**src/rtl/scv_pkg.sv**
```systemverilog
// scv_pkg: shared constants and types for the SCV ROM-init loader.
//   - region windows in the hps_io download address space
//   - HOLD_CYCLES: core-reset hold time after a download completes
//   - state_t: loader sequencing states
//   - rom_wr_t: one registered ROM write (select, address, data)
package scv_pkg;

  localparam int unsigned IOCTL_AW    = 25;
  localparam int unsigned BOOT_BASE   = 32'h0000;
  localparam int unsigned BOOT_SIZE   = 4096;
  localparam int unsigned CHR_BASE    = 32'h1000;
  localparam int unsigned CHR_SIZE    = 1024;
  localparam int unsigned HOLD_CYCLES = 16;
  localparam int unsigned HOLD_W      = $clog2(HOLD_CYCLES);

  typedef enum logic [1:0] {
    ST_IDLE,
    ST_LOAD,
    ST_HOLD,
    ST_RUN
  } state_t;

  typedef struct packed {
    logic        sel_boot;
    logic        sel_chr;
    logic [11:0] addr;
    logic [7:0]  data;
  } rom_wr_t;

  // Window test done as an unsigned offset compare: addresses below base
  // wrap to a huge offset, so one compare covers both bounds.
  function automatic logic in_window(input logic [IOCTL_AW-1:0] a,
                                     input int unsigned base,
                                     input int unsigned size);
    logic [IOCTL_AW-1:0] off;
    off = a - IOCTL_AW'(base);
    return off < IOCTL_AW'(size);
  endfunction

endpackage

```
**src/rtl/scv_rominit_region.sv**
```systemverilog
// scv_rominit_region: saturating byte counter with a "fully written" flag
// for one ROM region.
//   CLK, RESB : clock, async active-low reset
//   clr       : start of a new download; restarts the count
//   inc       : one byte strobed into this region
//   loaded    : count has reached SIZE (stays set until clr or reset)
module scv_rominit_region #(
  parameter int unsigned SIZE = 1024
) (
  input  logic CLK,
  input  logic RESB,
  input  logic clr,
  input  logic inc,
  output logic loaded
);

  localparam int unsigned CW = $clog2(SIZE + 1);
  localparam logic [CW-1:0] FULL = CW'(SIZE);

  logic [CW-1:0] cnt;

  // A byte arriving in the same cycle as clr is counted as the first byte
  // of the new download rather than being lost.
  always_ff @(posedge CLK or negedge RESB) begin
    if (!RESB) begin
      cnt    <= '0;
      loaded <= 1'b0;
    end else if (clr) begin
      cnt    <= inc ? CW'(1) : '0;
      loaded <= inc && (FULL == CW'(1));
    end else if (inc && (cnt != FULL)) begin
      cnt    <= cnt + 1'b1;
      loaded <= ((cnt + 1'b1) == FULL);
    end
  end

endmodule

```
**src/rtl/scv_rominit_loader.sv**
```systemverilog
// scv_rominit_loader: turns hps_io download bytes (index 0) into one-cycle
// ROM write strobes for the SCV boot and character ROMs, tracks whether each
// region was fully written, and holds the core in reset during and shortly
// after a download.
//   CLK, RESB                     : clock, async active-low reset
//   IOCTL_DOWNLOAD/WR/INDEX/ADDR/DOUT : hps_io download interface
//   IOCTL_WAIT                    : backpressure, always 0
//   ROMINIT_SEL_BOOT/SEL_CHR/ADDR/DATA/VALID : registered ROM write port
//   CORE_RESB                     : active-low core reset (high only in RUN)
//   BOOT_LOADED/CHR_LOADED        : region completely written this download
//   LOAD_ERR                      : last download ended with a region short
module scv_rominit_loader
  import scv_pkg::*;
(
  input  logic                CLK,
  input  logic                RESB,
  input  logic                IOCTL_DOWNLOAD,
  input  logic                IOCTL_WR,
  input  logic [7:0]          IOCTL_INDEX,
  input  logic [IOCTL_AW-1:0] IOCTL_ADDR,
  input  logic [7:0]          IOCTL_DOUT,
  output logic                IOCTL_WAIT,
  output logic                ROMINIT_SEL_BOOT,
  output logic                ROMINIT_SEL_CHR,
  output logic [11:0]         ROMINIT_ADDR,
  output logic [7:0]          ROMINIT_DATA,
  output logic                ROMINIT_VALID,
  output logic                CORE_RESB,
  output logic                BOOT_LOADED,
  output logic                CHR_LOADED,
  output logic                LOAD_ERR
);

  logic              acc, hit_boot, hit_chr;
  logic              dl_q, dl_rise, dl_fall;
  state_t            state;
  logic [HOLD_W-1:0] hold_cnt;
  rom_wr_t           wr_d, wr_q;
  logic              vld_q;

  assign IOCTL_WAIT = 1'b0;

  // ---------------- byte decode ----------------
  assign acc      = IOCTL_DOWNLOAD & IOCTL_WR & (IOCTL_INDEX == 8'd0);
  assign hit_boot = acc & in_window(IOCTL_ADDR, BOOT_BASE, BOOT_SIZE);
  assign hit_chr  = acc & in_window(IOCTL_ADDR, CHR_BASE, CHR_SIZE);

  always_comb begin
    wr_d          = '0;
    wr_d.sel_boot = hit_boot;
    wr_d.sel_chr  = hit_chr;
    wr_d.addr     = hit_boot ? IOCTL_ADDR[11:0] : {2'b00, IOCTL_ADDR[9:0]};
    wr_d.data     = IOCTL_DOUT;
  end

  // Strobe is a single-cycle pulse; select/address/data only load on a hit
  // so they keep the last written value between strobes.
  always_ff @(posedge CLK or negedge RESB) begin
    if (!RESB) begin
      vld_q <= 1'b0;
      wr_q  <= '0;
    end else begin
      vld_q <= hit_boot | hit_chr;
      if (hit_boot | hit_chr) wr_q <= wr_d;
    end
  end

  assign ROMINIT_VALID    = vld_q;
  assign ROMINIT_SEL_BOOT = wr_q.sel_boot;
  assign ROMINIT_SEL_CHR  = wr_q.sel_chr;
  assign ROMINIT_ADDR     = wr_q.addr;
  assign ROMINIT_DATA     = wr_q.data;

  // ---------------- region tracking ----------------
  assign dl_rise = IOCTL_DOWNLOAD & ~dl_q & (IOCTL_INDEX == 8'd0);
  assign dl_fall = ~IOCTL_DOWNLOAD & dl_q;

  scv_rominit_region #(.SIZE(BOOT_SIZE)) u_boot (
    .CLK    (CLK),
    .RESB   (RESB),
    .clr    (dl_rise),
    .inc    (hit_boot),
    .loaded (BOOT_LOADED)
  );

  scv_rominit_region #(.SIZE(CHR_SIZE)) u_chr (
    .CLK    (CLK),
    .RESB   (RESB),
    .clr    (dl_rise),
    .inc    (hit_chr),
    .loaded (CHR_LOADED)
  );

  // ---------------- sequencing ----------------
  // Region counters update on the same edge that registers the strobe, so
  // when the download falls the loaded flags already include the byte from
  // the final high cycle.
  always_ff @(posedge CLK or negedge RESB) begin
    if (!RESB) begin
      state     <= ST_IDLE;
      hold_cnt  <= '0;
      dl_q      <= 1'b0;
      CORE_RESB <= 1'b0;
      LOAD_ERR  <= 1'b0;
    end else begin
      dl_q <= IOCTL_DOWNLOAD;
      if (dl_rise) begin
        // A new download wins from any state, aborting any HOLD countdown.
        state     <= ST_LOAD;
        CORE_RESB <= 1'b0;
        LOAD_ERR  <= 1'b0;
      end else begin
        case (state)
          ST_IDLE: begin
            state    <= ST_HOLD;
            hold_cnt <= '0;
          end
          ST_LOAD: begin
            if (dl_fall) begin
              state    <= ST_HOLD;
              hold_cnt <= '0;
              LOAD_ERR <= ~(BOOT_LOADED & CHR_LOADED);
            end
          end
          ST_HOLD: begin
            if (hold_cnt == HOLD_W'(HOLD_CYCLES - 1)) begin
              state     <= ST_RUN;
              CORE_RESB <= 1'b1;
            end else begin
              hold_cnt <= hold_cnt + 1'b1;
            end
          end
          ST_RUN: begin
          end
          default: state <= ST_IDLE;
        endcase
      end
    end
  end

endmodule

```
**config.mk**
```make
export PLATFORM = sky130hd
export DESIGN_NAME = scv_rominit_loader
export DESIGN_NICKNAME = d
export VERILOG_FILES = /design/src/rtl/scv_pkg.sv /design/src/rtl/scv_rominit_region.sv /design/src/rtl/scv_rominit_loader.sv
export SDC_FILE = /design/constraint.sdc
export NUM_CORES = 1
export LEC_CHECK = 0
export CAP_MARGIN = 20
export CORE_ASPECT_RATIO = 0.5
export CORE_MARGIN = 4
export CORE_UTILIZATION = 40
export CTS_BUF_LIST = sky130_fd_sc_hd__clkbuf_8
export DETAILED_ROUTE_END_ITERATION = 16
export GPL_TIMING_DRIVEN = 0
export PLACE_DENSITY_LB_ADDON = 0.25
export SYNTH_ARGS = -nofsm -noshare
export SYNTH_HDL_FRONTEND = slang
export SYNTH_SLANG_ARGS = --single-unit
```
**constraint.sdc**
```tcl
create_clock -name CLK -period 2.6 [get_ports CLK]
set_clock_uncertainty 0.05 [all_clocks]
set_input_delay 0.52 -clock CLK [delete_from_list [all_inputs] [get_ports CLK]]
set_output_delay 0.52 -clock CLK [all_outputs]
set_load 0.01 [all_outputs]
```
==> results.md, run 1 <==
- Critical path's slowest cell: clkdlybuf4s50_1
- Cells along the critical path: clkdlybuf4s50_1, nor4_2, nand4_1, a21oi_1, nand4bb_4, buf_6, buf_4, or3_1, a21oi_1
- Fin Setup TNS: 0 ps
- WL/cell: 15.3 um
- DIE HEIGHT: 71.9 um
- Final core area utilization: 58.8%
- Diodes inserted: 0
- Leakage: 1.91 nW
- Largest net degree at the start of global routing: 31
- Post-synth EDFFs: 0
- Fmax: 398 MHz
- Die X: 136 um
- Tightest Pin Transition: 707 ps
- Initial antenna violation count: 0
- Clock latency at the later pin of the worst-skew pair: 340 ps
- Area Growth Syn to Fin: 37.2%
- Beginning of the critical path: IOCTL_INDEX[7]
- Via density: 5.31
- Ports: 73
- Avg Inst Size Synth: 9.54 sq um
- H-tree depth: 3
- Post-CTS Hold Buffers: 0
- GR Overflow Total: 0
- Starting Density: 42.9%
- Post-Syn Instances: 343
- Clock root cell: clkbuf_8
- Vias in the first global route: 2922
- Crit path top cell by count: a21oi_1
- Die Area: 9780 sq um
- Worst path arrival time: 2720 ps
- Compound-Gate Fraction of Synth Area: 11.1%
- Nets: 483
- Synthesized cell area: 3270 sq um
- Post-Synth Simple-Gate Area: 26.2%
- Drt first pass iters: 4
- DRC: 0
- Pwr/cell area: 441 nW/um^2
- YS warnings: 0
- Worst Path Max Fanout: 6
- Post-synthesis sequential area ratio: 44.4%
- IO Port Bufs: 71
- Startpoint types: input port
- Routed Wire Length: 8300 um
- Placer Congestion: 0.877
- Worst path buffer plus inverter count: 3
- Total stage count of the critical path: 9
- Worst r2r src: u_boot.cnt[0]
- Vias: 2885
- Setup CP Type: in -> reg
- Largest family of logic cells by synthesized area: simple AND/OR/NAND/NOR gates
- GRT Total Usage: 17.6%
- DRT iter0 DRCs: 141
- Top FF cell, synth: dfrtp_1
- Largest cells by area after synthesis: dfrtp_1 44%, mux2_2 6.2%, nand2_1 3.9%
- DRT antenna net count: 0
- Post-synthesis mux area share: 7.46%
- Core area: 7620 sq um
- R2r worst-path depth: 8
- Type of the worst min-delay path: in -> async
- Relative slew slack: 52.8%
- Top cell type's share of synthesized area: 44.4%
- Endpoints failing hold: 0
- Max incr delay on CP: 480 ps
- First-pass GRT wire length: 13800 um
- Flops & latches, synth: 58
- Synth cell types: 61
- Worst Path Required: 2810 ps
- Synth Area in XOR/XNOR: 4.28%
- Worst path top cell family by delay: simple AND/OR/NAND/NOR gates
- Outcome: complete, no violations
- Worst-path clk slew: 70 ps
- Fraction of registers with async set or reset after synthesis: 100%
- CTS Buffer Depth: 2
- Tmin final: 2510 ps
- Syn Nets: 396
- Period utilization: 96.7%
- Final worst slack: 86.2 ps
- Max cap viols: 0
- Post-synth top area cell: dfrtp_1
- Placement Rows: 22
- Final setup viols: 0
- Total CTS buffers: 9
- CTS tree: built
- Worst setup EP type: flop
- Synth Area in Adders: 3.06%
- Pre-CTS worst setup slack: -810 ps
- Layout cells sized above 1: 17.5%
- Slew Viols, Final: 0
- Post-DP HPWL: 6120 um
- CTS Sinks: 58
- Worst VDD drop: 213 uV
[final timing paths]
| kind | to | slack (ps) |
|---|---|---|
| min reg2reg | ROMINIT_SEL_CHR | 430 |
| max in group asynchronous | ROMINIT_DATA[0] | 1720 |
| max | u_chr.cnt[7] | 90 |
| min | u_boot.cnt[8] | 180 |
| min in group CLK | ROMINIT_SEL_CHR | 430 |
| max reg2reg | u_boot.cnt[11] | 280 |
[logic make-up after synthesis]
family	Yosys count
multiplexers	22
XOR/XNOR	16
AND/OR/NAND/NOR	157
adder cells (fa/ha/maj)	8
buffers and inverters	25
AO/OA/AOI/OAI	56
other	1
flip-flops	58
[cell type report]
class	instances	area, sq um
clock inverter	6	42.5
fill	640	3140
buffer	11	71.3
tap	108	135
multi-input combinational	260	1830
clock buffer	10	138
timing repair buffer	78	778
sequential	58	1450
inverter	12	45.0
[synth_stat cells (all sizes together) (2+ instances only)]
cell    number
dfrtp       58
nand2       35
nor2        31
mux2        19
o21ai       18
nand4       14
nand3       13
a21oi       12
inv         12
nor3         9
clkbuf       8
ha           8
nor4         8
xnor2        8
xor2         8
or3          7
nand2b       6
buf          5
nor3b        5
or2          5
and4         4
nor2b        4
a31oi        3
and2         3
mux2i        3
o211ai       3
nor4b        2
o211a        2
o22ai        2
o41ai        2
or3b         2
or4          2
[metrics by stage]
stage	power (mW)	hold WS, ps	area [sq um]	cells
2_1_floorplan	1.10	174	3270	343
3_3_place_gp	1.22	413	4120	522
3_5_place_dp	1.24	413	4130	523
4_1_cts	2.00	181	4370	541
5_1_grt	2.09	227	4490	543
6_report	1.98	178	4490	543
[routing by layer]
metal | global-route usage (%) | wire length, um | up-vias
met5 | 0 | 0 | -
met4 | 5.81 | 82 | 0
met3 | 5.89 | 523 | 8
met2 | 27.8 | 3950 | 71
met1 | 23.1 | 3740 | 1390
li1 | - | - | 1416
[layout by cell type, fill, tap and decap left out, types with 10 or more instances in the layout]
| cell | n |
|---|---|
| clkdlybuf4s50_1 | 63 |
| dfrtp_1 | 58 |
| inv_1 | 12 |
| o21ai_0 | 15 |
| clkbuf_8 | 10 |
| nand3_1 | 13 |
| a21oi_1 | 11 |
| nand4_1 | 14 |
| nand2_1 | 34 |
| nor2_1 | 31 |
| mux2_2 | 18 |
[sequential cells by signal, summed over array words and instances, names as in the netlist]
signal and cells:
ROMINIT_SEL_BOOT 1, hold_cnt 4, dl_q 1, LOAD_ERR 1, u_chr.loaded 1, u_boot.cnt 13, u_chr.cnt 11, ROMINIT_ADDR 12
CORE_RESB 1, ROMINIT_VALID 1, u_boot.loaded 1, ROMINIT_DATA 8, state 2, ROMINIT_SEL_CHR 1
[timing repair]
action | CTS | global route
endpoints found under the setup margin | 44 | 30
buffers inserted | 2 | 4
resized for setup | 14 | 26
hold endpoints to repair | 0 | 0
pin swaps | 2 | 2
[power by group]
group | switching, mW | internal (mW)
clock | 0.375 | 0.370
combinational | 0.120 | 0.124
sequential | 0.0444 | 0.942
Note: power is estimated with default switching activity, not from simulation.
==> run 2, diff against run 1 <==
--- a/config.mk
+++ b/config.mk
@@ -5,7 +5,7 @@
 export SDC_FILE = /design/constraint.sdc
 export NUM_CORES = 1
 export LEC_CHECK = 0
-export CAP_MARGIN = 20
+export ABC_AREA = 1
 export CORE_ASPECT_RATIO = 0.5
 export CORE_MARGIN = 4
 export CORE_UTILIZATION = 40
==> run 2 against run 1 <==
Against the previous run: global-route usage is 1.6 points lower; power is 1.9% higher; sequential power fell by 1%.
==> results.md, run 2 <==
- Initial antenna violation count: 0 (unchanged)
- Worst setup EP type: flop
- CTS tree: built
- Area Growth Syn to Fin: 31.4%
- Slew Viols, Final: 0 (unchanged)
- H-tree depth: 3 (unchanged)
- Cells along the critical path: clkdlybuf4s50_1, inv_1, ha_1, nand2_1, nor2_1, nand2_1, nor2_1, nand2_1, nor2_4, nand3_2, nand2_2, inv_1, buf_2, nand2_1, nand2_1
- Post-CTS Hold Buffers: 0 (unchanged)
- Startpoint types: input port
- Worst-path clk slew: 60 ps (about the same)
- CTS Buffer Depth: 2 (unchanged)
- Pre-CTS worst setup slack: -39.6 ps (+771 ps)
- Largest register FFs: 13 (unchanged)
- Crit Reg-Reg Endpoint: u_boot.cnt[11]
- Post-synth EDFFs: 0 (unchanged)
- Top FF cell, synth: dfrtp_1
- DRC: 0 (unchanged)
- Post-synthesis sequential area ratio: 44.4% (about the same)
- Post-Syn Instances: 422 (+23%)
- First-pass GRT wire length: 12300 um (-11%)
- Setup CP Type: in -> reg
- Clock root cell: clkbuf_8
- DRT iter0 DRCs: 169 (+20%)
- GR Overflow Total: 0 (unchanged)
- Type of the worst min-delay path: in -> async
- Post-cts repair resize count: 0 (-14)
- Vias in the first global route: 2699 (-7.6%)
- Diodes inserted: 0 (unchanged)
- IO Port Bufs: 71 (unchanged)
- Total CTS buffers: 9 (unchanged)
- Worst VDD drop: 239 uV (+12%)
- Final worst slack: 324 ps (+237 ps)
- Period utilization: 87.6% (-9.1 points)
- Clock latency at the later pin of the worst-skew pair: 340 ps (about the same)
- Post-synth top area cell: dfrtp_1
- Syn Nets: 475 (+20%)
- Placer Congestion: 0.867 (-1.1%)
- Final setup viols: 0 (unchanged)
- Logic pwr share: 17.1% (+4.7 points)
- Critical path's slowest cell: clkdlybuf4s50_1
- Largest cells by area after synthesis: dfrtp_1 44%, nand2_1 15%, nand3_1 5.5%
- Routed Wire Length: 7460 um (-10%)
- Worst r2r src: u_boot.cnt[0]
- Die Area: 9770 sq um (about the same)
- DRT antenna net count: 0 (unchanged)
- Fraction of registers with async set or reset after synthesis: 100% (unchanged)
- Crit path top cell by count: nand2_1
- Via density: 4.69 (-12%)
- Worst Path Required: 2780 ps (-30 ps)
- Worst path top cell family by delay: simple AND/OR/NAND/NOR gates
- RSZ-0062 raised after global routing: false
- DIE HEIGHT: 71.9 um (about the same)
- Layout cells sized above 1: 10.4% (-7.1 points)
- Top cell type's share of synthesized area: 44.4% (about the same)
- Post-CTS Setup Inserts: 0 (-2)
- Flops & latches, synth: 58 (unchanged)
- Die X: 136 um (about the same)
- Nets: 558 (+16%)
- Synthesized cell area: 3270 sq um (about the same)
- Cell with the most instances after synthesis: nand2_1
- Clk pwr share: 34.6% (-3.1 points)
- Max cap viols: 0 (unchanged)
- Worst path arrival time: 2460 ps (-260 ps)
- Ports: 73 (unchanged)
- R2r worst-path depth: 8 (unchanged)
- Flop-to-flop setup slack: 580 ps (+300 ps)
- Starting Density: 42.9% (about the same)
- Worst Path Max Fanout: 10 (+4)
- Outcome: complete, no violations
- Commonest non-fill, non-tap cell in the layout: nand2_1
- YS warnings: 0 (unchanged)
- Pwr/cell area: 469 nW/um^2 (+6.5%)
- Max incr delay on CP: 450 ps (-30 ps)
- GRT Total Usage: 16.0% (-1.6 points)
- Flop pwr share: 48.3% (-1.6 points)
- WL/cell: 12.1 um (-21%)
- CTS Sinks: 58 (unchanged)
- Tmin final: 2280 ps (-237 ps)
- Commonest cells after routing, fill and taps aside: 129 x nand2_1, 70 x clkdlybuf4s50_1, 58 x dfrtp_1
- Vias: 2897 (+0.42%)
- Largest Register: u_boot.cnt
- Largest net degree at the start of global routing: 40 (+29%)
- Fillers: 731 (+14%)
- Post-DP HPWL: 5720 um (-6.4%)
- Top post-synthesis cells by count: 129 x nand2_1, 58 x dfrtp_1, 47 x inv_1
- Switching Power: 0.563 mW (+4.2%)
- Drt first pass iters: 4 (unchanged)
- Endpoints failing hold: 0 (unchanged)
- Avg Inst Size Synth: 7.74 sq um (-19%)
- Worst path buffer plus inverter count: 4 (+1)
- Fmax: 439 MHz (+10%)
- Placement Rows: 22 (unchanged)
- Switching fraction of total power: 27.9% (+0.61 points)
- Synth cell types: 39 (-36%)
- Core area: 7620 sq um (unchanged)
- Cell internal pwr: 1.45 mW (+1.1%)
- Leakage: 2.17 nW (+13%)
- Power Total: 2.01 mW (+1.9%)
run 2: cell types whose count changed after synthesis, moves of 7 or more:
| cell | before | now |
|---|---|---|
| nand3_1 | 13 | 36 |
| nand2_2 | 0 | 14 |
| clkbuf_1 | 8 | 1 |
| o22ai_1 | 2 | 11 |
| or3_1 | 7 | 0 |
| a21oi_1 | 12 | 4 |
| nand2_1 | 34 | 129 |
| mux2_2 | 18 | 0 |
| nor2_1 | 31 | 40 |
| xnor2_1 | 8 | 1 |
| nand4_1 | 14 | 6 |
| inv_1 | 12 | 47 |
run 2: how the worst max path moves through the flow:
stage | slack [ps] | depth (start not counted) | endpoint | start
2_1_floorplan | 610 | 12 | ROMINIT_ADDR[0] | IOCTL_ADDR[12]
3_3_place_gp | -940 | 1 | hold_cnt[1] | RESB
3_5_place_dp | -40 | 15 | ROMINIT_ADDR[6] | IOCTL_ADDR[12]
4_1_cts | 330 | 15 | ROMINIT_ADDR[6] | IOCTL_ADDR[12]
5_1_grt | 100 | 16 | ROMINIT_ADDR[6] | IOCTL_ADDR[12]
6_report | 320 | 15 | ROMINIT_ADDR[6] | IOCTL_ADDR[12]
run 2: final cells by class:
type / count / area [sq um] / share of cell area [%]
multi-input cells: 305 / 1560 / 36.3
flip-flops and latches: 58 / 1450 / 33.8
repair buffers: 72 / 726 / 16.9
inverters: 49 / 184 / 4.28
clock buffers: 10 / 138 / 3.21
well taps: 108 / 135 / 3.15
plain buffers: 10 / 73.8 / 1.72
clock inverters: 6 / 26.3 / 0.612
run 2: routing by layer:
layer,GRT usage [%],wire [um]
met1,19.5,3380
met5,0,0
met2,27.0,3690
met4,6.03,110
met3,5.06,268
run 2: cells by family (layout without fill, tap and decap cells):
group / count (synthesis) / after routing / share of synthesized area (%)
buffers and inverters: 59 / 147 / 7.89
adder cells (fa/ha/maj): 8 / 8 / 3.06
AND/OR/NAND/NOR: 255 / 255 / 36.1
XOR/XNOR: 11 / 11 / 3.18
other: 1 / 1 / 0.115
AO/OA/AOI/OAI: 30 / 30 / 5.25
flip-flops: 58 / 58 / 44.4
run 2: per-stage QoR:
| step | instance area [sq um] | utilization (%) | TNS [ps] | instances | hold WS, ps |
|---|---|---|---|---|---|
| 3_3_place_gp | 4110 | 54.0 | -54540 | 601 | 402 |
| 5_1_grt | 4290 | 56.3 | 0 | 618 | 92.4 |
| 3_5_place_dp | 4130 | 54.2 | -487 | 602 | 408 |
| 6_report | 4290 | 56.3 | 0 | 618 | 77.9 |
| 4_1_cts | 4290 | 56.3 | 0 | 618 | 68.2 |
| 2_1_floorplan | 3270 | - | 0 | 422 | 174 |
run 2: power by group through the flow:
stage	clock network [mW]	registers (mW)	logic (mW)
6_report	0.697	0.974	0.344
5_1_grt	0.767	0.981	0.391
4_1_cts	0.726	0.974	0.348
3_5_place_dp	0	0.990	0.346
3_3_place_gp	0	0.989	0.335
2_1_floorplan	0	0.984	0.207
==> run 3, diff against run 2 <==
--- a/config.mk
+++ b/config.mk
@@ -7,7 +7,6 @@
 export LEC_CHECK = 0
 export ABC_AREA = 1
 export CORE_ASPECT_RATIO = 0.5
-export CORE_MARGIN = 4
 export CORE_UTILIZATION = 40
 export CTS_BUF_LIST = sky130_fd_sc_hd__clkbuf_8
 export DETAILED_ROUTE_END_ITERATION = 16
==> run 3 against run 2 <==
Against the previous run: largest power group is now clock; maximum frequency is 0.17% lower; routed wire length is 3.4% lower; critical path type unchanged; sequential cell count stayed put; highest routed layer unchanged.
==> results.md, run 3 (synthesized netlist as in run 2, its figures left out) <==
- Vias: 2890 (-0.24%)
- RSZ-0062 raised after global routing: false
- Layout cells sized above 1: 11.0% (+0.59 points)
- GRT Total Usage: 19.1% (+3.1 points)
- Post-cts repair resize count: 0 (unchanged)
- Outcome: complete, no violations
- Post-CTS Hold Buffers: 0 (unchanged)
- Slew Viols, Final: 0 (unchanged)
- Largest Register: u_boot.cnt
- Switching fraction of total power: 24.6% (-3.4 points)
- Worst Path Required: 2780 ps (about the same)
- Commonest non-fill, non-tap cell in the layout: nand2_1
- Endpoints failing hold: 0 (unchanged)
- Final setup viols: 0 (unchanged)
- H-tree depth: 3 (unchanged)
- DRT antenna net count: 0 (unchanged)
- Area post-placement: 4130 sq um (unchanged)
- First-pass GRT wire length: 12400 um (+0.83%)
- CTS Buffer Depth: 2 (unchanged)
- Post-DP HPWL: 5480 um (-4.2%)
- Worst-path clk slew: 60 ps (about the same)
- Nets: 558 (unchanged)
- Placement Rows: 22 (unchanged)
- Worst path arrival time: 2460 ps (about the same)
- Worst setup EP type: flop
- Leakage: 2.20 nW (+1.4%)
- Power Total: 2.36 mW (+17%)
- Finished Cell Area: 4380 sq um (+2.0%)
- DIE HEIGHT: 65.9 um (-8.3%)
- Period utilization: 87.7% (+0.14 points)
- WL/cell: 11.7 um (-3.4%)
- IO Port Bufs: 71 (unchanged)
- Area Growth Syn to Fin: 34.0%
- Clock root cell: clkbuf_8
- Largest net degree at the start of global routing: 39 (-2.5%)
- Routed Wire Length: 7210 um (-3.4%)
- Largest register FFs: 13 (unchanged)
- Total CTS buffers: 9 (unchanged)
- Core area: 7620 sq um (unchanged)
- Fillers: 741 (+1.4%)
- Die Area: 8560 sq um (-12%)
- Type of the worst min-delay path: in -> async
- Tmin final: 2280 ps (+3.77 ps)
- Placer Congestion: 0.906 (+4.4%)
- Fin Setup TNS: 0 ps (unchanged)
- Switching Power: 0.580 mW (+3.0%)
- Startpoint types: input port
- Flop pwr share: 41.3% (-7.0 points)
- Post-CTS Setup Inserts: 0 (unchanged)
- GR Overflow Total: 0 (unchanged)
- Ports: 73 (unchanged)
- Clock latency at the later pin of the worst-skew pair: 340 ps (about the same)
- Die X: 130 um (-4.4%)
- CTS tree: built
- Starting Density: 42.9% (unchanged)
- Worst Path Max Fanout: 10 (unchanged)
- Drt first pass iters: 4 (unchanged)
- Initial antenna violation count: 0 (unchanged)
- Vias in the first global route: 2747 (+1.8%)
- DRC: 0 (unchanged)
- Max cap viols: 0 (unchanged)
- Via density: 4.68 (-0.24%)
- CTS Sinks: 58 (unchanged)
- Clk pwr share: 44.1% (+9.5 points)
- Fmax: 439 MHz (-0.17%)
- Commonest cells after routing, fill and taps aside: 129 x nand2_1, 70 x clkdlybuf4s50_1, 58 x dfrtp_1
- Cell internal pwr: 1.78 mW (+23%)
- Logic pwr share: 14.6% (-2.5 points)
- Setup CP Type: in -> reg
- Worst VDD drop: 258 uV (+8.2%)
- DRT iter0 DRCs: 135 (-20%)
- Pwr/cell area: 539 nW/um^2 (+15%)
- Diodes inserted: 0 (unchanged)
[run 3: changes by cell type in the layout (fill, tap and decap cells not counted)]
| cell | previous run | this run |
|---|---|---|
| clkinv_2 | 3 | 2 |
| bufinv_16 | 0 | 3 |
| inv_1 | 50 | 47 |
| clkbuf_8 | 10 | 11 |
[run 3: worst max-delay path, stage by stage]
cell and delay [ps]:
clkdlybuf4s50_1 390, inv_1 120, ha_1 200, nand2_1 110, nor2_2 160, nand2_1 100
xor2_2 260, nand3_2 160, nand2_2 100, inv_1 50, buf_2 180, nand2_1 70
nand2_1 50
[run 3: power by group through the flow]
stage | Combinational [mW] | Sequential [mW] | Clock, mW
final | 0.345 | 0.974 | 1.04
after global routing | 0.404 | 0.979 | 1.11
after CTS | 0.347 | 0.974 | 1.07
after detailed placement | 0.344 | 0.991 | 0
after global placement | 0.335 | 0.990 | 0
after floorplan | 0.207 | 0.984 | 0
[run 3: through the flow]
step | std cells | setup WS (ps) | utilization (%) | hold WS [ps]
2_1_floorplan | 422 | 608 | - | 174
3_3_place_gp | 601 | -939 | 54.0 | 403
3_5_place_dp | 602 | -73.8 | 54.2 | 408
4_1_cts | 618 | 297 | 57.5 | 72.9
5_1_grt | 618 | 142 | 57.5 | 99.6
6_report | 618 | 320 | 57.5 | 75.3
[run 3: final cells by class]
class	instances	area, sq um	area share, %
Inverter	49	184	4.20
Timing Repair Buffer	72	726	16.6
Buffer	10	73.8	1.69
Tap cell	108	135	3.08
Clock buffer	11	151	3.46
Sequential cell	58	1450	33.1
Clock inverter	5	100	2.29
Multi-Input combinational cell	305	1560	35.6
[run 3: per-layer routing]
metal | up-vias | GRT usage [%] | part of all wire, %
met2 | 34 | 31.4 | 48
met1 | 1337 | 23.9 | 47
met4 | 0 | 5.96 | 0.97
li1 | 1511 | - | -
met5 | - | 0 | 0
met3 | 8 | 6.31 | 3.3
[run 3: final timing paths]
kind                                  from         endpoint  slack [ps]  cells past startpoint
max                         IOCTL_ADDR[12]  ROMINIT_ADDR[9]         320                     13
min                                   RESB    u_boot.cnt[4]          80                      1
min in group CLK           ROMINIT_DATA[6]  ROMINIT_DATA[6]         420                      2
max reg2reg                  u_boot.cnt[0]   u_boot.cnt[11]         570                      8
max in group asynchronous             RESB        CORE_RESB        1860                      2
min reg2reg                ROMINIT_DATA[6]  ROMINIT_DATA[6]         420                      2
